### src/rtl/regfile_dump.sv
// Register file with NRD combinational read ports, one write port and a
// ready/valid dump engine. Define REGFILE_BYPASS_EN for same-cycle write-to-read bypass.
module regfile_dump #(
    parameter int XLEN  = 32,
    parameter int NREGS = 32,
    parameter int NRD   = 2,
    localparam int AW   = $clog2(NREGS)
) (
    input  logic                clk,
    input  logic                reset,
    input  logic                we,
    input  logic [AW-1:0]       waddr,
    input  logic [XLEN-1:0]     wdata,
    input  logic [NRD*AW-1:0]   raddr,
    output logic [NRD*XLEN-1:0] rdata,
    input  logic                dump_start,
    output logic                dump_busy,
    output logic                dump_valid,
    input  logic                dump_ready,
    output logic [AW-1:0]       dump_idx,
    output logic [XLEN-1:0]     dump_data,
    output logic                dump_done
);

    typedef enum logic [1:0] {
        S_IDLE,
        S_SEND,
        S_DONE
    } state_e;

    localparam logic [AW-1:0] LAST_IDX = AW'(NREGS - 1);

    function automatic logic in_range(input logic [AW-1:0] a);
        return 32'(a) < 32'(NREGS);
    endfunction

    logic [XLEN-1:0] rf_q [NREGS];
    logic [XLEN-1:0] rf_d [NREGS];
    logic            wr_en;

    assign wr_en = we && (waddr != '0) && in_range(waddr);

    // NOTE: every variable assigned in always_comb gets a default first, so no
    // path leaves it unassigned and no latch is inferred.
    always_comb begin
        rf_d = rf_q;
        if (wr_en) begin
            rf_d[waddr] = wdata;
        end
        rf_d[0] = '0;
    end

    // NOTE: the storage array is reset on purpose; the dump must report zeros
    // for every entry after reset, so this cannot map onto a RAM macro.
    always_ff @(posedge clk or posedge reset) begin
        if (reset) begin
            for (int i = 0; i < NREGS; i++) begin
                rf_q[i] <= '0;
            end
        end else begin
            rf_q <= rf_d;
        end
    end

    // Out-of-range indices read as zero; bypass only for writes that would land.
    always_comb begin
        rdata = '0;
        for (int k = 0; k < NRD; k++) begin
            if (in_range(raddr[k*AW +: AW])) begin
                rdata[k*XLEN +: XLEN] = rf_q[raddr[k*AW +: AW]];
            end
`ifdef REGFILE_BYPASS_EN
            if (wr_en && (raddr[k*AW +: AW] == waddr)) begin
                rdata[k*XLEN +: XLEN] = wdata;
            end
`else
`endif
        end
    end

    state_e          state_q, state_d;
    logic [AW-1:0]   idx_q, idx_d;
    logic [XLEN-1:0] data_q, data_d;
    logic            valid_q, valid_d;
    logic            busy_q, busy_d;
    logic            done_q, done_d;

    // Beat data is always loaded from rf_q, i.e. the value before any write on the same edge.
    always_comb begin
        state_d = state_q;
        idx_d   = idx_q;
        data_d  = data_q;
        valid_d = valid_q;
        busy_d  = busy_q;
        done_d  = 1'b0;
        unique case (state_q)
            S_IDLE: begin
                if (dump_start) begin
                    state_d = S_SEND;
                    idx_d   = '0;
                    data_d  = rf_q[0];
                    valid_d = 1'b1;
                    busy_d  = 1'b1;
                end
            end
            S_SEND: begin
                if (valid_q && dump_ready) begin
                    if (idx_q == LAST_IDX) begin
                        state_d = S_DONE;
                        valid_d = 1'b0;
                        done_d  = 1'b1;
                    end else begin
                        idx_d  = idx_q + 1'b1;
                        data_d = rf_q[idx_q + 1'b1];
                    end
                end
            end
            S_DONE: begin
                state_d = S_IDLE;
                busy_d  = 1'b0;
            end
            default: begin
                state_d = S_IDLE;
                valid_d = 1'b0;
                busy_d  = 1'b0;
            end
        endcase
    end

    // NOTE: sequential state uses non-blocking assignments so every flop
    // samples pre-edge values regardless of block ordering.
    always_ff @(posedge clk or posedge reset) begin
        if (reset) begin
            state_q <= S_IDLE;
            idx_q   <= '0;
            data_q  <= '0;
            valid_q <= 1'b0;
            busy_q  <= 1'b0;
            done_q  <= 1'b0;
        end else begin
            state_q <= state_d;
            idx_q   <= idx_d;
            data_q  <= data_d;
            valid_q <= valid_d;
            busy_q  <= busy_d;
            done_q  <= done_d;
        end
    end

    assign dump_busy  = busy_q;
    assign dump_valid = valid_q;
    assign dump_idx   = idx_q;
    assign dump_data  = data_q;
    assign dump_done  = done_q;

endmodule

### config.mk
export PLATFORM = sky130hd
export DESIGN_NAME = regfile_dump
export DESIGN_NICKNAME = d
export VERILOG_FILES = /design/src/rtl/regfile_dump.sv
export SDC_FILE = /design/constraint.sdc
export NUM_CORES = 2
export LEC_CHECK = 0
export BUFFER_PORTS_ARGS = -buffer_cell sky130_fd_sc_hd__buf_2
export CAP_MARGIN = 20
export CORE_MARGIN = 1.5
export CORE_UTILIZATION = 56
export DETAILED_ROUTE_END_ITERATION = 7
export GPL_ROUTABILITY_DRIVEN = 0
export GPL_TIMING_DRIVEN = 0
export PLACE_DENSITY = 0.77
export REMOVE_ABC_BUFFERS = 1
export SETUP_SLACK_MARGIN = 0.05
export SKIP_CTS_REPAIR_TIMING = 1
export SYNTH_ARGS = -nofsm -noshare
export SYNTH_HDL_FRONTEND = slang
export SYNTH_SLANG_ARGS = --single-unit
### constraint.sdc
create_clock -name clk -period 60.5 [get_ports clk]
set_input_delay 12.1 -clock clk [delete_from_list [all_inputs] [get_ports clk]]
set_output_delay 12.1 -clock clk [all_outputs]
set_load 0.05 [all_outputs]
==> results.py <==
metrics = {
    "timing": {
        "max_freq_mhz": 36.19,
        "relSlewSlack": 0.2887,
        "period_minus_slack_ns": 27.63,
        "setup_viol": 0,
        "hold_viol": 0,
        "slew_violations": 0,
        "finClkSkew_ns": 0.02620,
        "rsz0062_at_grt": "false",
        "worst_slew_pin_slew_ns": 1.067,
        "finalCritPeriodShare": 0.4567,
        "setup_ws_ns": 32.87,
        "setup_tns_ns": 0,
    },
    "global_route": {
        "grt-ovfl-total": 0,
        "grt_pass1_vias": 42617,
        "grt_pass1_wl_mm": 284.2,
        "grt_max_degree": 131,
        "grt_use_total": 0.3399,
        "antenna_found_initial": 5,
    },
    "worst_setup_path": {
        "crit_required_ns": 48.40,
        "worstPathMaxFanout": 77,
        "path_class": "in2out",
        "rrSetupSlack_ns": 55.67,
        "rr_worst_depth": 10,
        "r2r_start": "dump_idx[0]$_DFFE_PP0P_",
        "start_kind": "input pin",
        "startpoint": "raddr[1]",
        "r2r_end": "dump_data[25]$_DFFE_PP0P_",
        "arrival_ns": 15.53,
        "cp-end-kind": "primary output",
    },
    "detailed_routing": {
        "wl_per_cell_um": 34.39,
        "dr.pass1.iters": 7,
        "drtIter0Drc": 4912,
        "viasPerCell": 7.500,
        "final_antenna_net_count": 0,
        "vias": 41139,
        "wl_mm": 188.6,
        "drc_errors": 2,
    },
    "synthesis": {
        "syn_inst": 3995,
        "synth_edf_count": 0,
        "ys_seq_area_frac": 0.4151,
        "avgSynthCellArea_um2": 15.60,
        "async_flop_share": 1.000,
        "yosysUniqueCellTypes": 44,
        "yosysWarnings": 0,
        "synth-seq-cells": 1034,
        "netlist_area_um2": 62330,
        "ys.flop_type": "dfrtp_1",
    },
    "min_path": {
        "hold_end": "dump_data[2]$_DFFE_PP0P_",
        "holdPathStages": 1,
        "holdCritPathClass": "reg2reg",
        "min_from": "dump_data[2]$_DFFE_PP0P_",
    },
    "placement": {
        "post-place-ws_ns": 32.92,
        "hpwlAfterDp_mm": 112.2,
        "portBuffers": 155,
    },
    "job": {
        "cap_violations": 0,
    },
    "floorplanning": {
        "start_util": 0.5640,
        "dieArea_um2": 113300,
        "core_region_area_um2": 110500,
        "rows": 122,
        "die_x_um": 336.6,
        "io_pins": 156,
        "dieHeight_um": 336.6,
    },
    "power": {
        "ir_drop_v": 0.00003195,
        "p_leak_nw": 28.95,
        "power_density_nw_per_um2": 40.34,
    },
    "layout": {
        "drive_gt1_frac": 0.6124,
        "multi_input_area_um2": 34770,
        "nFillCells": 7886,
        "area_growth_pct": 11.84,
        "regArea_um2": 25880,
        "nets": 3959,
    },
    "clocking": {
        "cts_buffer_depth": 3,
        "clock_sinks": 1034,
        "cts_made_buffers": 110,
        "clock-root-buffer": "clkbuf_16",
        "cts_tree": "built",
        "cts.reportedPaths.clkPinSlew_ns": 0.06,
        "htree_levels": 3,
        "clk_latency_ns": 0.72,
    },
    "status": {
        "outcome": "finished with violations",
        "violations": "design-rule violations",
    },
}
-- registers in the layout, indices dropped and copies added (netlist names) --
name and count:
rf_q 992, dump_busy 1, dump_valid 1, dump_idx 5, dump_data 32, state_q 2, dump_done 1
-- layout by cell type (no fill, tap or decap), types with 13 or more instances in the layout --
cell type  instances
a32oi_1           13
nor3b_1           19
a32o_1            31
a221o_1           18
clkbuf_1          13
a22o_1            63
nand4_1           14
clkbuf_16        113
clkinv_2          25
mux2_2          1152
buf_2            146
buf_12            32
o22ai_1           18
bufinv_16         16
buf_16            62
o21ai_0           38
a21oi_1           20
nand2_1          144
a211o_1           13
clkbuf_8          25
a31oi_1           13
nand3_1           42
nor2_4            17
mux2i_1           32
mux4_2           800
dfrtp_1         1033
-- kinds of logic after synthesis --
family | Yosys count | synth area share
adders and majority gates | 2 | 0.0004014
xor gates and xnor gates | 4 | 0.0008031
buffers and inverters | 459 | 0.03208
and+or+nand+nor | 280 | 0.02047
AOI/OAI and AO/OA | 232 | 0.02883
DFF | 1034 | 0.4151
muxes | 1984 | 0.5023
-- critical path, stage by stage --
cell,delay (ns)
buf_8,0.33
buf_16,0.33
buf_16,0.45
nor2b_4,0.82
buf_12,0.32
a22o_1,0.18
mux4_2,0.26
mux2_2,0.26
buf_2,0.30
-- routing by layer --
layer  track usage  up-vias  share of wire
met1        0.4494    22065           0.37
li1              -    15853              -
met5             0        -        0.00024
met3       0.07914      637          0.099
met4        0.1696        6          0.057
met2        0.5322     2578           0.48
-- how the worst max path moves through the flow --
stage	to	slack, ns	depth (start not counted)
5_1_grt	rdata[15]	32.84	9
3_5_place_dp	rdata[15]	32.92	9
4_1_cts	rdata[15]	32.91	9
6_report	rdata[15]	32.87	9
2_1_floorplan	dump_busy$_DFFE_PP0P_	19.30	1
3_3_place_gp	rf_q[320]$_DFFE_PP0P_	8.76	2
-- where the power goes --
| group | internal, mW | switching [mW] |
|---|---|---|
| logic | 0.566 | 0.539 |
| clock network | 0.438 | 0.292 |
| registers | 0.833 | 0.143 |
| total | 1.84 | 0.974 |
-- through the flow --
stage | hold WS (ns) | cells | total power, mW | instance area, um2 | utilization
after floorplan | 0.5085 | 3539 | 1.815 | 60340 | -
after global placement | 0.4710 | 5182 | 2.212 | 62980 | 0.5699
after detailed placement | 0.4770 | 5280 | 2.074 | 65780 | 0.5952
after CTS | 0.4904 | 5481 | 2.805 | 69700 | 0.6306
after global routing | 0.4953 | 5484 | 2.914 | 69710 | 0.6307
final | 0.4953 | 5485 | 2.812 | 69710 | 0.6308
-- cell usage after synthesis, types with 9 or more instances --
library cell  number  area, um2
mux4_2           800      18020
a31oi_1           13      81.33
buf_6              9      101.4
a32o_1            31      310.3
dfrtp_1         1034      25870
mux2_2          1152      12970
nand2_1          160      600.6
buf_2            128      640.6
clkbuf_1         237      889.6
nor2_1            24      90.09
o21ai_0           38      190.2
a21oi_1           20      100.1
nor3b_1           19      142.6
o22ai_1           18      112.6
a211o_1           13      113.9
a22o_1            63      551.8
a221o_1           18      180.2
nand3_1           42      210.2
buf_4             13      97.59
mux2i_1           32      320.3
buf_1             69      259.0
nand4_1           14      87.58
a32oi_1           13      113.9
-- layout make-up --
| type | count | area share |
|---|---|---|
| diodes | 3 | 0.0001077 |
| clock buffers | 151 | 0.04620 |
| clock inverters | 50 | 0.009944 |
| inverters | 3 | 0.0002692 |
| multi-input cells | 2502 | 0.4988 |
| flip-flops and latches | 1034 | 0.3712 |
| well taps | 1488 | 0.02671 |
| repair buffers | 254 | 0.04674 |
No activity file was read; power rests on OpenSTA's default activity.
